**src/rtl/nib_track_writeback.sv**
```systemverilog
// Writes a dirty 6656-byte NIB track buffer back to the SD image, one 512-byte sector per hps_io handshake.
// Optional macro NIB_WB_SECTOR_MASK_EN: per-sector dirty mask so only modified sectors are written.
module nib_track_writeback #(
  parameter int SECS_PER_TRACK = 13,
  parameter int TRACK_W = 6
) (
  input  logic               clk_sys,
  input  logic               reset,
  input  logic [TRACK_W-1:0] track,
  input  logic               dirty_set,
  input  logic [12:0]        dirty_addr,
  input  logic               flush,
  input  logic               img_mounted,
  input  logic [63:0]        img_size,
  input  logic               img_readonly,
  output logic [31:0]        sd_lba,
  output logic               sd_wr,
  input  logic               sd_ack,
  input  logic [8:0]         sd_buff_addr,
  output logic [7:0]         sd_buff_din,
  output logic [12:0]        tram_addr,
  input  logic [7:0]         tram_dout,
  output logic               busy,
  output logic               done
);

  typedef enum logic [1:0] {IDLE, REQ, XFER, NEXT} state_t;

  state_t                    state;
  logic [3:0]                sec;
  logic [TRACK_W-1:0]        cur_track;
  logic [SECS_PER_TRACK-1:0] mask;
  logic [SECS_PER_TRACK-1:0] re_mask;
  logic [SECS_PER_TRACK-1:0] mark;
  logic                      old_ack;
  logic                      abort;
  logic                      dirty;
  logic                      writable;
  logic                      ack_rise;
  logic                      ack_fall;
  logic [31:0]               lba_base;
  logic [4:0]                scan_from;
  logic                      scan_hit;
  logic [3:0]                scan_idx;

  assign tram_addr   = {sec, sd_buff_addr};
  assign sd_buff_din = tram_dout;
  assign dirty       = |mask;
  assign writable    = !img_readonly && (img_size != 64'd0);
  assign ack_rise    = sd_ack && !old_ack;
  assign ack_fall    = !sd_ack && old_ack;
  assign lba_base    = 32'(cur_track) * 32'(SECS_PER_TRACK);

`ifdef NIB_WB_SECTOR_MASK_EN
  always_comb begin
    mark = '0;
    if (dirty_addr[12:9] < 4'(SECS_PER_TRACK))
      mark[dirty_addr[12:9]] = 1'b1;
  end
`else
  // Without per-sector tracking any write dirties the whole track.
  assign mark = '1;
  logic unused_addr;
  assign unused_addr = ^dirty_addr;
`endif

  // Lowest dirty sector at or above scan_from; a miss in NEXT means the track is finished.
  always_comb begin
    scan_from = (state == IDLE) ? 5'd0 : 5'(sec) + 5'd1;
    scan_hit  = 1'b0;
    scan_idx  = '0;
    for (int i = SECS_PER_TRACK - 1; i >= 0; i--) begin
      if (mask[i] && (5'(i) >= scan_from)) begin
        scan_hit = 1'b1;
        scan_idx = 4'(i);
      end
    end
  end

  always_ff @(posedge clk_sys) begin
    if (reset) begin
      state     <= IDLE;
      sd_wr     <= 1'b0;
      sd_lba    <= '0;
      busy      <= 1'b0;
      done      <= 1'b0;
      mask      <= '0;
      re_mask   <= '0;
      sec       <= '0;
      cur_track <= track;
      old_ack   <= 1'b0;
      abort     <= 1'b0;
    end else begin
      old_ack <= sd_ack;
      done    <= 1'b0;
      if (state != IDLE) begin
        if (img_mounted) abort <= 1'b1;
        if (dirty_set && writable) re_mask <= re_mask | mark;
      end
      case (state)
        IDLE: begin
          if (img_mounted) begin
            mask      <= '0;
            cur_track <= track;
          end else if (dirty && (flush || (track != cur_track))) begin
            if (img_readonly) begin
              mask <= '0;
              done <= 1'b1;
            end else begin
              busy    <= 1'b1;
              sec     <= scan_idx;
              sd_lba  <= lba_base + 32'(scan_idx);
              sd_wr   <= 1'b1;
              abort   <= 1'b0;
              re_mask <= (dirty_set && writable) ? mark : '0;
              state   <= REQ;
            end
          end else begin
            if (flush) done <= 1'b1;
            if (!dirty) cur_track <= track;
            if (dirty_set && writable) mask <= mask | mark;
          end
        end
        REQ: begin
          if (ack_rise) begin
            sd_wr <= 1'b0;
            state <= XFER;
          end
        end
        XFER: begin
          if (ack_fall) state <= NEXT;
        end
        NEXT: begin
          if (abort || img_mounted) begin
            busy    <= 1'b0;
            mask    <= '0;
            re_mask <= '0;
            state   <= IDLE;
          end else if (scan_hit) begin
            sec    <= scan_idx;
            sd_lba <= lba_base + 32'(scan_idx);
            sd_wr  <= 1'b1;
            state  <= REQ;
          end else begin
            // Writes that slipped in while busy keep the track dirty for another pass.
            mask      <= re_mask;
            re_mask   <= '0;
            cur_track <= track;
            busy      <= 1'b0;
            done      <= 1'b1;
            state     <= IDLE;
          end
        end
        default: state <= IDLE;
      endcase
    end
  end

endmodule

```
**config.mk**
```make
export PLATFORM = sky130hd
export DESIGN_NAME = nib_track_writeback
export DESIGN_NICKNAME = d
export VERILOG_FILES = /design/src/rtl/nib_track_writeback.sv
export SDC_FILE = /design/constraint.sdc
export NUM_CORES = 1
export LEC_CHECK = 0
export ABC_AREA = 1
export ABC_CLOCK_PERIOD_IN_PS = 3610
export CAP_MARGIN = 30
export CORE_MARGIN = 2
export CORE_UTILIZATION = 41
export DETAILED_ROUTE_END_ITERATION = 12
export PLACE_DENSITY = 0.78
export SYNTH_ARGS = -nofsm -noshare
export SYNTH_HDL_FRONTEND = slang
export SYNTH_SLANG_ARGS = --single-unit
```
**constraint.sdc**
```tcl
create_clock -name clk_sys -period 3.61 [get_ports clk_sys]
set_clock_uncertainty 0.1 [all_clocks]
set_input_delay 0.722 -clock clk_sys [delete_from_list [all_inputs] [get_ports clk_sys]]
set_output_delay 0.722 -clock clk_sys [all_outputs]
set_load 0.005 [all_outputs]
```
; After elaboration in Yosys (flattened, before gate mapping)
; Cells that the tools add are included.
[word_totals]
ff_bits = 75
in_bits = 107
wordCells = 174
[op_classes]
addsub = 2
mul = 1
order_cmp = 13
eq_ne = 18
mux = 93
reduce_logical = 36
[ops]
columns = operator, n
row1 = 13-bit two-way mux, 14
row2 = 32-bit two-way mux, 5
row3 = 4-bit two-way mux, 18
row4 = 32-bit one-hot mux with 2 select lines, 1
row5 = 64-bit nonzero test, 1
row6 = 13-bit one-hot mux with 2 select lines, 2
row7 = 6-bit two-way mux, 6
row8 = 1-bit two-way mux, 35
row9 = 4-bit by 5-bit greater-or-equal comparator with 1-bit output (first input constant), 5
row10 = 3-bit by 5-bit greater-or-equal comparator with 1-bit output (first input constant), 4
row11 = 1-bit logical AND, 18
row12 = 5-bit AND reduction, 3
row13 = 13-bit OR reduction, 1
row14 = 2-bit != test (second input constant), 6
row15 = 4-bit != test (second input constant), 3
row16 = 6-bit one-hot mux with 2 select lines, 1
row17 = 10-bit by 4-bit adder with 11-bit output, 1
row18 = 1-bit by 5-bit greater-or-equal comparator with 1-bit output (first input constant), 2
row19 = 2-bit by 5-bit greater-or-equal comparator with 1-bit output (first input constant), 2
row20 = 6-bit by 4-bit multiplier with 10-bit output (second input constant), 1
row21 = 2-bit two-way mux, 5
row22 = 3-bit != test (second input constant), 3
row23 = 2-bit one-hot mux with 4 select lines, 1
row24 = 4-bit one-hot mux with 2 select lines, 1
row25 = other kinds (17), 24

; Longest topological paths before layout
[depth]
ltp_word = 22
ltp_mapped = 37
mapped_depth_nobuf = 36

; Least setup slack after synthesis
; No wires, ideal clock.
[synth_timing]
kind = reg2reg
start = reg state[0]
end = reg sd_lba[8]
setup_ps = 126
arrival_ps = 3663
required_ps = 3384
slack_ps = -279
path_stages_with_launch = 30
cell_sequence = dfxtp_1 -> inv_1 -> ha_1 -> inv_2 -> buf_6 -> nand3_2 -> nand2_2 -> nor2_1 -> nand2_1 -> nand2_1 -> inv_1 -> nand3_1 -> nor2_4 -> inv_1 -> nor2_1 -> inv_1 -> fa_1 -> inv_1 -> ha_1 -> a21oi_1 -> o21ai_0 -> nand2_1 -> nand2_1 -> a21oi_1 -> o21ai_0 -> nand2_1 -> nand2_1 -> xor2_1 -> nand2_1 -> a21oi_1
[synth_between]
elab_chain_cells = 22
[synth_lines]
columns = item, line_no
row1 = "start, declared", 29  ; state_t state;
row2 = "start signal, assigned", 82  ; state <= IDLE;
row3 = "start signal, assigned", 116  ; state <= REQ;
row4 = "start signal, assigned", 127  ; state <= XFER;
row5 = 2-bit logical NOT, "69, 100"
row6 = 5-bit two-way mux, 69  ; scan_from = (state == IDLE) ? 5'd0 : 5'(sec) + 5'd1;
row7 = 4-bit by 5-bit greater-or-equal comparator with 1-bit output, 73  ; if (mask[i] && (5'(i) >= scan_from)) begin
row8 = 1-bit logical AND, 73
row9 = 4-bit two-way mux (13 in series), 73
row10 = 10-bit by 4-bit adder with 11-bit output, "112, 141"
row11 = 32-bit two-way mux, 106  ; if (img_readonly) begin
row12 = 32-bit two-way mux, 105  ; end else if (dirty && (flush || (track != cur_track))) begin
row13 = 32-bit two-way mux, 102  ; if (img_mounted) begin
row14 = 32-bit one-hot mux with 2 select lines, 100  ; case (state)
row15 = "end signal, assigned", 112  ; sd_lba <= lba_base + 32'(scan_idx);
row16 = "end signal, assigned", 141  ; sd_lba <= lba_base + 32'(scan_idx);
row17 = "end, declared", 16  ; output logic [31:0] sd_lba,
; Parallel ways exist; a longest one is shown, timed or not. The select of a mux whose other input is x is not followed.
; A chain may end at the register's enable or synchronous reset.

; Worst setup path after layout
[layout_timing]
start = reg state[1]
end = reg sd_lba[6]
; Same word-level chain as after synthesis.

==> reports/results.txt <==
# nets final -> 929
CTS tree -> yes
Max Slew Vio Count -> 0
htree depth -> 2
failing checks -> setup timing
PortBufs -> 94
via count -> 4440
Initial Util -> 42.4%
Sw Ratio -> 46.4%
RSZ-0062 raised after global routing -> yes
Ports -> 163
row cnt -> 37
CP max-delay cell -> fa_1
most used cell, CP -> inv_2
depth of the worst register-to-register path -> 29
antenna viol nets, final -> 0
Flop pwr share -> 19.6%
Hold Crit Class -> flop to flop
slowest stage delay, CP -> 0.51 ns
register area -> 1150 um2
most frequent cells in the layout -> nand2_1, clkdlybuf4s50_1, nor2_1
Die Wd -> 108 um
Tcrit/Tclk final -> 107%
Worst IR Drop VDD -> 0.471 mV
Skew-Pair Late Insertion Delay -> 0.32 ns
Reg clk slew, reported paths -> 0.11 ns
Leak -> 2.80 nW
GPL Wtd Cong -> 0.891
die outline height -> 108 um
dpl hpwl -> 8120 um
clk buf depth -> 2
Placed Cells -> 900
Worst Path Arrival -> 4.03 ns
Worst Setup Start Kind -> flop
CTS Buf Count -> 5
vias in the first global route -> 4061
Post-Route WL -> 10600 um
critical path type -> flop to flop
CP endpoint kind -> flop
Worst Max-Slew Pin Slew -> 0.760 ns
Comb pwr share -> 72.6%
worst setup margin -> -0.246 ns
post-cts hold buffer count -> 0
area added between synthesis and finish -> 33.2%
die area -> 11600 um2
Root Buffer -> clkbuf_8
required time worst endpoint -> 3.78 ns
Core Region -> 10400 um2
first-pass GRT wire length -> 17400 um
filler instances -> 1005
total of max-cap violations -> 0
Multi-input gate area -> 2750 um2
DR iter-0 viols -> 154
Total Routing Usage GR -> 18.3%
synthesis-stage register bit count -> 54
Final Hold Vio Count -> 0
commonest non-fill, non-tap cell in the layout -> nand2_1
Syn Area/Cell -> 6.59 um2
clk sinks -> 54
Tmin final -> 3.86 ns
Non-Filler Instances -> 924
sw power -> 2.24 mW
hold path depth -> 2
Synth Warn # -> 0
Crit Path Max Fanout -> 7
share of cells above drive strength 1 -> 19.3%
Inserted Diodes -> 0
Power Dens Cells -> 823 nW/um2
clock share of power -> 7.7%
fmax -> 259 MHz
DRT Pass-1 Iters -> 5
Setup Viol. Count Final -> 5
largest net degree at the start of global routing -> 21
distinct cell type count after synthesis -> 42
Syn Inst Count -> 668
Pwr Total -> 4.82 mW
vias per std cell -> 4.81
sequential area share after synthesis -> 25.9%
initial antenna violation count -> 0
DRC viols -> 0
Total Neg Setup Slack -> -1.07 ns
Slew headroom -> 49.2%
post-DR wirelength/cell -> 11.5 um
Finished Core Util -> 56.5%
GRT overflow -> 0
Mapped Area -> 4400 um2
status -> finished, violations left
Int Pwr -> 2.59 mW
[final cells by class]
cell class                 instances  area share [%]
clock inverter                     3           0.491
clock buffer                       5            1.17
timing repair buffer             149            23.3
tap                              136            2.90
multi-input combinational        491            46.9
sequential                        54            19.5
inverter                          86            5.63
[logic make-up (layout without fill, tap and decap cells)]
logic type,count (synthesis),after routing,synth area share (%)
AO/OA/AOI/OAI,86,86,10.7
XOR/XNOR,4,4,0.796
adder cells (fa/ha/maj),35,35,10.6
buffers and inverters,143,243,16.5
flip-flops,54,54,25.9
other,1,21,0.0852
AND/OR/NAND/NOR,345,345,35.4
[power by group through the flow]
| stage | sequential (mW) | clock (mW) | combinational, mW |
|---|---|---|---|
| floorplan | 0.935 | 0 | 2.22 |
| global placement | 0.950 | 0 | 3.02 |
| detailed placement | 0.957 | 0 | 3.09 |
| CTS | 0.943 | 0.384 | 3.24 |
| global route | 0.968 | 0.410 | 3.93 |
| finish | 0.948 | 0.373 | 3.50 |
[critical path, delay by kind of cell, from the launching register on]
kind	cells	cell delay [ns]
simple gates	11	1.10
fa+ha+maj	3	0.89
compound gates	4	0.44
xor+xnor	1	0.14
buf+inv	10	0.77
flops	1	0.35
[sequential cells by signal, indices dropped and copies added (netlist names)]
name / count
busy: 1
old_ack: 1
abort: 1
mask: 13
sec: 4
done: 1
sd_lba: 11
re_mask: 13
state: 2
sd_wr: 1
cur_track: 6
[per-layer routing]
metal	up-vias	routed length, um	global-route usage (%)
met5	-	0	0
met4	0	123	4.85
met3	16	609	3.33
met2	152	5250	32.6
met1	1967	4660	22.6
li1	2305	-	-
[path summary, 6_finish.rpt]
check                                   to  slack (ns)       start
worst max-delay path             sd_lba[6]       -0.25    state[1]
worst min-delay path            sd_lba[10]        0.37  sd_lba[10]
worst max register to register   sd_lba[6]       -0.25    state[1]
worst min register to register  sd_lba[10]        0.37  sd_lba[10]
[cells in the mapped netlist, drive strengths merged]
cell type	number	area (um2)
o22ai	1	6.26
conb	1	3.75
o2111ai	1	8.76
o211ai	3	22.5
nand4	7	43.8
nand3	48	263
a21boi	1	7.51
clkbuf	11	41.3
xnor2	2	17.5
a21oi	44	231
nand3b	1	7.51
nor4	1	6.26
nor3	8	51.3
o221ai	2	17.5
o21ai	31	155
nor2	113	505
inv	86	323
fa	4	80.1
dfxtp	48	961
buf	46	363
edfxtp	6	180
a22oi	2	15.0
a31oi	1	6.26
xor2	2	17.5
ha	31	388
nand2	162	648
or2	4	25.0
and2	1	6.26
[per-stage QoR]
stage	hold WS [ns]	area [um2]	worst slack [ns]
2_1_floorplan	0.339	4540	0.0346
3_3_place_gp	0.350	5550	-0.114
3_5_place_dp	0.358	5550	-0.215
4_1_cts	0.376	5750	-0.0681
5_1_grt	0.400	5860	-0.507
6_report	0.373	5860	-0.246
[what timing repair did]
item,in CTS,in global routing
setup buffers,7,9
pin swaps,13,22
gates resized for setup,15,18
setup endpoints to repair,5,6
cloned,0,0
(Power assumes the default switching activity.)
